### src/rtl/cp0_exc_unit_pkg.sv
// Shared constants for the CP0 exception/interrupt controller:
// register numbers, exception codes, the handler address and the
// bit-field positions of the SR and Cause registers.
package cp0_exc_unit_pkg;

  // CP0 register numbers used by mfc0/mtc0.
  localparam logic [4:0] CP0_SR    = 5'd12;
  localparam logic [4:0] CP0_CAUSE = 5'd13;
  localparam logic [4:0] CP0_EPC   = 5'd14;
  localparam logic [4:0] CP0_PRID  = 5'd15;

  // Exception codes as carried down the pipeline (0 means no exception).
  localparam logic [4:0] EXC_INT  = 5'd0;
  localparam logic [4:0] EXC_ADEL = 5'd4;
  localparam logic [4:0] EXC_ADES = 5'd5;
  localparam logic [4:0] EXC_RI   = 5'd10;
  localparam logic [4:0] EXC_OV   = 5'd12;

  // Redirect target for every exception/interrupt entry.
  localparam logic [31:0] HANDLER_ADDR = 32'h0000_4180;

  // SR fields.
  localparam int SR_IM_LO = 10;
  localparam int SR_EXL   = 1;
  localparam int SR_IE    = 0;

  // Cause fields.
  localparam int CAUSE_BD     = 31;
  localparam int CAUSE_IP_LO  = 10;
  localparam int CAUSE_EXC_LO = 2;

endpackage

### src/rtl/cp0_exc_unit_int_arbiter.sv
// cp0_int_arbiter: combinational request logic.
//   ie, exl      : current SR.IE / SR.EXL
//   im, hw_int   : interrupt mask and live hardware interrupt lines
//   exc_code_in  : M-stage exception code (0 = none)
//   int_hw_req   : an enabled hardware interrupt is pending
//   exc_req      : a synchronous exception is pending
//   sel_exc_code : code to record in Cause.ExcCode on entry
module cp0_int_arbiter
  import cp0_exc_unit_pkg::*;
#(
  parameter int HWINT_W = 6
) (
  input  logic               ie,
  input  logic               exl,
  input  logic [HWINT_W-1:0] im,
  input  logic [HWINT_W-1:0] hw_int,
  input  logic [4:0]         exc_code_in,
  output logic               int_hw_req,
  output logic               exc_req,
  output logic [4:0]         sel_exc_code
);

  assign int_hw_req = ie & ~exl & (|(hw_int & im));
  assign exc_req    = ~exl & (exc_code_in != EXC_INT);

  // Interrupts win over a synchronous exception arriving in the same cycle.
  assign sel_exc_code = int_hw_req ? EXC_INT : exc_code_in;

endmodule

### src/rtl/cp0_exc_unit.sv
// cp0_exc_unit: CP0 exception/interrupt controller beside the M stage.
//   clk, reset  : rising-edge clock, asynchronous active-low reset
//   A, we, DIn  : mfc0/mtc0 register number, write enable, write data
//   PC_in, BD_in, ExcCode_in : M-stage exception info
//   HWInt       : level-sensitive hardware interrupt lines
//   EXL_clr     : eret in M stage
//   int_req     : take-exception request (combinational, flush + redirect)
//   EPC_out     : EPC register, eret target
//   DOut        : mfc0 read data (combinational)
module cp0_exc_unit
  import cp0_exc_unit_pkg::*;
#(
  parameter logic [31:0] PRID    = 32'h4255_4141,
  parameter int          HWINT_W = 6
) (
  input  logic               clk,
  input  logic               reset,
  input  logic [4:0]         A,
  input  logic               we,
  input  logic [31:0]        DIn,
  input  logic [31:0]        PC_in,
  input  logic               BD_in,
  input  logic [4:0]         ExcCode_in,
  input  logic [HWINT_W-1:0] HWInt,
  input  logic               EXL_clr,
  output logic               int_req,
  output logic [31:0]        EPC_out,
  output logic [31:0]        DOut
);

  // Architectural state.
  logic [HWINT_W-1:0] sr_im_q, sr_im_d;
  logic               sr_exl_q, sr_exl_d;
  logic               sr_ie_q, sr_ie_d;
  logic               cause_bd_q, cause_bd_d;
  logic [HWINT_W-1:0] cause_ip_q, cause_ip_d;
  logic [4:0]         cause_exc_q, cause_exc_d;
  logic [31:0]        epc_q, epc_d;

  logic        int_hw_req;
  logic        exc_req;
  logic [4:0]  sel_exc_code;
  logic [31:0] epc_entry;
  logic [31:0] sr_val;
  logic [31:0] cause_val;

  cp0_int_arbiter #(.HWINT_W(HWINT_W)) u_arbiter (
    .ie           (sr_ie_q),
    .exl          (sr_exl_q),
    .im           (sr_im_q),
    .hw_int       (HWInt),
    .exc_code_in  (ExcCode_in),
    .int_hw_req   (int_hw_req),
    .exc_req      (exc_req),
    .sel_exc_code (sel_exc_code)
  );

  // Held low during reset so an M-stage exception code cannot flush the
  // pipeline while the core is being reset.
  assign int_req = (int_hw_req | exc_req) & reset;

  // A faulting delay-slot instruction restarts at its branch.
  assign epc_entry = BD_in ? (PC_in - 32'd4) : PC_in;

  always_comb begin
    // NOTE: every _d starts from its _q so no path leaves it unassigned;
    // otherwise synthesis infers a latch.
    sr_im_d     = sr_im_q;
    sr_exl_d    = sr_exl_q;
    sr_ie_d     = sr_ie_q;
    cause_bd_d  = cause_bd_q;
    cause_exc_d = cause_exc_q;
    epc_d       = epc_q;
    cause_ip_d  = HWInt;

    if (int_req) begin
      // Entry: any mtc0 this cycle belongs to the flushed instruction.
      sr_exl_d    = 1'b1;
      cause_exc_d = sel_exc_code;
      cause_bd_d  = BD_in;
      epc_d       = {epc_entry[31:2], 2'b00};
    end else begin
      if (EXL_clr) begin
        sr_exl_d = 1'b0;
      end
      if (we && (A == CP0_SR)) begin
        sr_im_d  = DIn[SR_IM_LO +: HWINT_W];
        sr_exl_d = DIn[SR_EXL];
        sr_ie_d  = DIn[SR_IE];
      end
      if (we && (A == CP0_EPC)) begin
        epc_d = {DIn[31:2], 2'b00};
      end
    end
  end

  // NOTE: sequential state uses non-blocking assignments so every flop
  // samples its _d from the same pre-edge values.
  always_ff @(posedge clk or negedge reset) begin
    if (!reset) begin
      sr_im_q     <= '0;
      sr_exl_q    <= 1'b0;
      sr_ie_q     <= 1'b0;
      cause_bd_q  <= 1'b0;
      cause_ip_q  <= '0;
      cause_exc_q <= '0;
      epc_q       <= '0;
    end else begin
      sr_im_q     <= sr_im_d;
      sr_exl_q    <= sr_exl_d;
      sr_ie_q     <= sr_ie_d;
      cause_bd_q  <= cause_bd_d;
      cause_ip_q  <= cause_ip_d;
      cause_exc_q <= cause_exc_d;
      epc_q       <= epc_d;
    end
  end

  always_comb begin
    sr_val                          = '0;
    sr_val[SR_IM_LO +: HWINT_W]     = sr_im_q;
    sr_val[SR_EXL]                  = sr_exl_q;
    sr_val[SR_IE]                   = sr_ie_q;
    cause_val                       = '0;
    cause_val[CAUSE_BD]             = cause_bd_q;
    cause_val[CAUSE_IP_LO +: HWINT_W] = cause_ip_q;
    cause_val[CAUSE_EXC_LO +: 5]    = cause_exc_q;
  end

  always_comb begin
    case (A)
      CP0_SR:    DOut = sr_val;
      CP0_CAUSE: DOut = cause_val;
      CP0_EPC:   DOut = epc_q;
      CP0_PRID:  DOut = PRID;
      default:   DOut = '0;
    endcase
  end

  assign EPC_out = epc_q;

endmodule

### config.mk
export PLATFORM = sky130hd
export DESIGN_NAME = cp0_exc_unit
export DESIGN_NICKNAME = d
export VERILOG_FILES = /design/src/rtl/cp0_exc_unit_pkg.sv /design/src/rtl/cp0_exc_unit_int_arbiter.sv /design/src/rtl/cp0_exc_unit.sv
export SDC_FILE = /design/constraint.sdc
export NUM_CORES = 1
export LEC_CHECK = 0
export ABC_CLOCK_PERIOD_IN_PS = 2800
export CORE_MARGIN = 3
export CORE_UTILIZATION = 45
export CTS_BUF_LIST = sky130_fd_sc_hd__clkbuf_8 sky130_fd_sc_hd__clkbuf_16
export CTS_CLUSTER_SIZE = 20
export DETAILED_ROUTE_END_ITERATION = 10
export PLACE_DENSITY = 0.86
export SYNTH_ARGS = -nofsm -noshare
export SYNTH_HDL_FRONTEND = slang
export SYNTH_SLANG_ARGS = --single-unit
export TNS_END_PERCENT = 30
### constraint.sdc
create_clock -name clk -period 2.8 [get_ports clk]
set_input_delay 0.42 -clock clk [delete_from_list [all_inputs] [get_ports clk]]
set_output_delay 0.42 -clock clk [all_outputs]
set_load 0.02 [all_outputs]
==> run metrics, run 1 <==
outcome completed; via count 3081; row count 30; Worst R2R Path Depth 6; final WL 9.92 mm; Vias per Instance 5.28; clk root buf clkbuf_8; Max stage delay cell, worst path clkdlybuf4s50_1; Setup TNS Final 0 ns; Post-synth ARST share 100%; Clk pin slew, worst setup/hold paths 0.10 ns; Seq pwr share 42.4%; crit path capture type primary output; Syn Std Cell Area 0.00326 mm²; Worst path most repeated cell clkdlybuf4s50_1; fin. max-slew vios 0; HPWL Detailed 7.90 mm; Peak Freq 371 MHz; first-pass detailed-route iteration total 4; Iteration-0 DRC Markers 130; clock tree from TritonCTS built; MaxCap Viol Count 0; slowest stage delay, CP 0.59 ns; Setup violations, final 0; TritonCTS Buffers 5; RSZ-0062 raised after global routing no; DP Worst Slack 0.104 ns; first-pass GRT wire length 16.1 mm; clock sinks 50; # H-tree levels 2; hold_buf cts 0; reg2reg start sr_im_q[0]$_DFFE_PN0P_; Remaining Overflow, GRT 0; CP Class primary input to primary output; Final Critical Period 2.70 ns; final period utilization 96.3%; Final Hold Fails 0; share of cells above drive strength 1 9.86%; vias in the first global route 3261; Resized cells post-CTS 0; initial antenna violation count 0; setup bufs post-CTS 0; final routed DRC violation total 0; final worst setup slack 0.103 ns; Cell variety after synth 48; post-route ant nets 0; reg2reg setup slack 0.60 ns; RR Endpoint sr_im_q[0]$_DFFE_PN0P_; Core Region 0.00691 mm²; worst clock skew 0.00548 ns; CP max FO 6; YS warnings 0; post-synthesis sequential area ratio 38.3%; clk buf depth 2; number of flops mapped to enable cells by yosys 0; cells along the critical path clkdlybuf4s50_1, a22o_1, o31ai_2, a31oi_4, clkdlybuf4s50_1; Worst Max-Slew Pin Slew 0.647 ns; Worst Path Required 2.38 ns; Chip Width 91.2 µm; Mean Syn Cell Area 9.69 µm²; Die Y 91.2 µm; routed len/inst 17.0 µm; Clk Latency, worst-skew pair 0.31 ns; Gate power share 39.4%; Rel. slew slack 56.4%; min-delay worst type primary input to async pin; Leak 2.18 nW; startpoint types primary input; most frequent cells in the layout clkdlybuf4s50_1 (144), mux2i_1 (54), dfrtp_1 (50), nor2_1 (41); die area 0.00831 mm²; switching portion of total power 35.4%; sw power 0.838 mW; Worst EP arrival 2.28 ns; Worst VDD drop 0.000215 V; top_reg_cell synth dfrtp_1; internal power 1.53 mW; I/O Pins 150; gr usage total 24.2%; ant diodes 0; pin count of the biggest net entering global routing 51; Final Wtd Congestion 0.873; post-synthesis instance total 337; #FFs+latches synth 50; most common cell after layout, fill and taps aside clkdlybuf4s50_1; Port Buf Inserts 145; Starting Density 47.3%; clock share of power 18.3%; PD cells 476 mW/mm²; Total Nets Final 572; Area Overhead vs Synth 52.5%
==> cells by family after synthesis <==
logic type	Yosys count	synth area share [%]
xor+xnor	28	7.51
fa+ha+maj	1	0.383
simple gates	128	23.2
compound gates	39	7.36
buf+inv	28	3.79
flops	50	38.3
mux	62	19.3
other cells	1	0.115
==> power by group through the flow <==
stage	clock network, mW	registers (mW)	logic (mW)
finish	0.433	1.00	0.933
global route	0.471	1.02	1.00
CTS	0.439	1.00	0.939
detailed placement	0	1.02	0.935
global placement	0	1.01	0.910
floorplan	0	1.11	0.318
==> metal layers <==
layer,share of wire (%),track usage [%],routed length [µm]
met5,0,0,0
met4,1.9,7.29,184
met3,3.8,3.56,381
met2,50,41.3,4950
met1,44,31.8,4400
==> Yosys cell counts, types with 5 or more instances <==
library cell | n | area, µm²
nor3_2 | 7 | 70.1
and3_1 | 12 | 75.1
clkbuf_1 | 11 | 41.3
o21ai_1 | 16 | 80.1
dfrtp_1 | 50 | 1250
inv_1 | 9 | 33.8
mux2i_1 | 54 | 541
xnor2_1 | 22 | 193
a21oi_1 | 7 | 35.0
a22oi_1 | 5 | 37.5
nor2_1 | 41 | 154
nand3_1 | 9 | 45.0
nor3_1 | 8 | 40.0
mux2_1 | 7 | 78.8
xor2_1 | 6 | 52.6
nand2_1 | 22 | 82.6
==> critical path, delay by kind of cell <==
kind | cells | cell delay [ns]
buf+inv | 2 | 1.01
compound gates | 3 | 0.84
==> sequential cells by signal, summed over array words and instances (netlist names) <==
name,flops
sr_exl_q,1
cause_bd_q,1
sr_im_q,6
cause_exc_q,5
EPC_out,30
cause_ip_q,6
sr_ie_q,1
==> cell type report <==
cell class,count,area [µm²]
fillers,530,1930
multi-input cells,260,1910
repair buffers,160,1570
flip-flops and latches,50,1250
well taps,96,120
clock buffers,5,68.8
inverters,9,33.8
clock inverters,3,21.3
==> through the flow <==
step	util (%)	std cells	area (µm²)	hold WS (ns)	power [mW]
finish	72.1	583	4980	0.280	2.37
global route	72.1	583	4980	0.335	2.50
CTS	72.1	583	4980	0.300	2.38
detailed placement	70.8	575	4890	0.495	1.95
global placement	70.8	575	4890	0.491	1.92
floorplan	-	338	3270	0.124	1.43
==> worst max-delay path by stage <==
stage	from	to	slack (ns)	depth (start not counted)
3_5_place_dp	HWInt[0]	int_req	0.10	5
2_1_floorplan	HWInt[0]	int_req	0.80	5
5_1_grt	HWInt[0]	int_req	0.005	5
3_3_place_gp	HWInt[0]	int_req	0.11	5
6_report	HWInt[0]	int_req	0.10	5
4_1_cts	HWInt[0]	int_req	0.09	5
Power figures use the tool's default switching activity.
==> run 2, diff against run 1 <==
Settings changed: ABC_AREA set to 0.
==> results of run 2 <==
The final DEF is identical to that of run 1; final timing and power are the same.
==> run 3, diff against run 2 <==
Settings changed: CORE_ASPECT_RATIO set to 1.25, SLEW_MARGIN set to 10.
==> run 3 against run 2 <==
  * Clock-buffer cell count stayed put
  * Fmax is 1.5% higher
  * Clock power is 15% higher
  * Final cell count is 1.2% lower
  * Worst hold slack better by 0.016 ns
  * Critical path type unchanged
  * Highest routed layer unchanged
==> run metrics, run 3 (same netlist as run 1, synthesis figures left out) <==
Worst VDD drop 0.000259 V (+21%); Final Wtd Congestion 0.908 (+4.1%); GRT busiest layer met2; Leak 2.20 nW (+0.96%); first-pass detailed-route iteration total 5 (+1); die area 0.00832 mm² (about the same); min-delay worst type primary input to async pin; Placed Instances 568 (-1.2%); startpoint types primary input; GRT met2 Usage 43.4% (+2.1 points); HPWL Detailed 7.74 mm (-2.0%); pin count of the biggest net entering global routing 51 (unchanged); Final Critical Period 2.66 ns (-0.0386 ns); final routed DRC violation total 0 (unchanged); Chip Width 82.2 µm (-9.9%); worst clock skew 0.00662 ns (+0.00113 ns); Core Region 0.00702 mm² (+1.6%); PD cells 486 mW/mm² (+2.0%); clock tree from TritonCTS built; Sequential Area 0.00125 mm² (unchanged); Port Buf Inserts 145 (unchanged); reg2reg start sr_im_q[0]$_DFFE_PN0P_; GR Util met3 3.91% (+0.35 points); ant diodes 0 (unchanged); most frequent cells in the layout clkdlybuf4s50_1 (144), mux2i_1 (54), dfrtp_1 (50), nor2_1 (41); TritonCTS Buffers 5 (unchanged); met1 Use GR 29.5% (-2.2 points); Worst R2R Path Depth 6 (unchanged); I/O Pins 150 (unchanged); first-pass GRT wire length 15.4 mm (-4.1%); row count 34 (+13%); Vias per Instance 5.33 (+0.89%); Clk Latency, worst-skew pair 0.30 ns (about the same); max reg flops 30 (unchanged); Worst Path Required 2.38 ns (about the same); Hold Worst Slack 0.296 ns (+0.0164 ns); initial antenna violation count 0 (unchanged); share of cells above drive strength 1 9.26% (-0.60 points); final period utilization 95.0% (-1.4 points); Iteration-0 DRC Markers 129 (-0.77%); fill count 567 (+7.0%); Total Nets Final 571 (-0.17%); Setup TNS Final 0 ns (unchanged); Rel. slew slack 57.2% (+0.78 points); RR Endpoint sr_im_q[3]$_DFFE_PN0P_; area of the multi-input gates 0.00191 mm² (unchanged); clk root buf clkbuf_8; gr usage total 24.1% (-0.11 points); Starting Density 46.5% (-0.76 points); crit path capture type primary output; MaxCap Viol Count 0 (unchanged); worst setup path end DOut[31]; clock sinks 50 (unchanged); final worst setup slack 0.141 ns (+0.0386 ns); DP Worst Slack 0.145 ns (+0.0407 ns); via count 3071 (-0.32%); Worst Max-Slew Pin Slew 0.642 ns (-0.00573 ns); Remaining Overflow, GRT 0 (unchanged); Resized cells post-CTS 0 (unchanged); Peak Freq 376 MHz (+1.5%); Setup violations, final 0 (unchanged); CP max FO 5 (-1); Design Power 2.43 mW (+2.6%); final WL 9.70 mm (-2.2%); fin. max-slew vios 0 (unchanged); Final Hold Fails 0 (unchanged); final std cells w/o fill 576 (-1.2%); Clk pin slew, worst setup/hold paths 0.08 ns (-0.02 ns); # H-tree levels 2 (unchanged); outcome completed; routed len/inst 16.8 µm (-0.99%); Die Y 101 µm (+11%); most common cell after layout, fill and taps aside clkdlybuf4s50_1; RSZ-0062 raised after global routing no; CP startpoint A[0]; clk buf depth 2 (unchanged); Worst EP arrival 2.24 ns (-0.04 ns); vias in the first global route 3067 (-5.9%); reg2reg setup slack 0.70 ns (+0.10 ns); setup bufs post-CTS 0 (unchanged); post-route ant nets 0 (unchanged); CP Class primary input to primary output; hold_buf cts 0 (unchanged); Area Overhead vs Synth 53.4%
## run 3: changes by cell type in the layout (fill, tap and decap cells not counted)
| cell | previous run | this run |
|---|---|---|
| buf_4 | 14 | 11 |
| buf_12 | 1 | 3 |
| inv_1 | 9 | 11 |
| bufinv_16 | 0 | 1 |
| clkinv_2 | 1 | 0 |
| clkinv_4 | 1 | 0 |
| clkinvlp_4 | 1 | 0 |
## run 3: power by group
| group | internal (mW) | leakage, nW | switching [mW] |
|---|---|---|---|
| Sequential | 0.875 | 0.604 | 0.124 |
| Combinational | 0.484 | 1.54 | 0.449 |
| Clock | 0.260 | 0.0607 | 0.238 |
| Total | 1.62 | 2.20 | 0.812 |
## run 3: layout make-up
cell class | count | share of cell area, %
inverters | 9 | 0.675
clock buffers | 5 | 1.37
clock inverters | 3 | 0.750
flip-flops and latches | 50 | 25.0
repair buffers | 159 | 31.7
multi-input cells | 260 | 38.2
well taps | 90 | 2.25
## run 3: routing by layer
metal	vias up	routed length [µm]
met5	-	0
met4	0	152
met3	10	480
met2	89	5230
met1	1498	3840
li1	1474	-
## run 3: per-stage QoR
step	utilization, %	instance area, µm²
3_3_place_gp	69.8	4900
2_1_floorplan	-	3270
4_1_cts	71.3	5010
3_5_place_dp	69.8	4900
6_report	71.3	5010
5_1_grt	71.3	5010
## run 3: worst max-delay path, cell delays in order
cell             delay (ns)
clkdlybuf4s50_1        0.58
nor2b_1                0.37
a22oi_1                0.12
nor2_1                 0.12
clkdlybuf4s50_1        0.62
## run 3: how the worst min path moves through the flow
stage,endpoint,slack [ns],cells past startpoint
6_report,EPC_out[30]$_DFFE_PN0P_,0.30,2
5_1_grt,EPC_out[16]$_DFFE_PN0P_,0.35,2
4_1_cts,EPC_out[23]$_DFFE_PN0P_,0.33,2
3_5_place_dp,sr_im_q[4]$_DFFE_PN0P_,0.51,1
3_3_place_gp,sr_im_q[4]$_DFFE_PN0P_,0.49,1
2_1_floorplan,EPC_out[10]$_DFFE_PN0P_,0.12,0
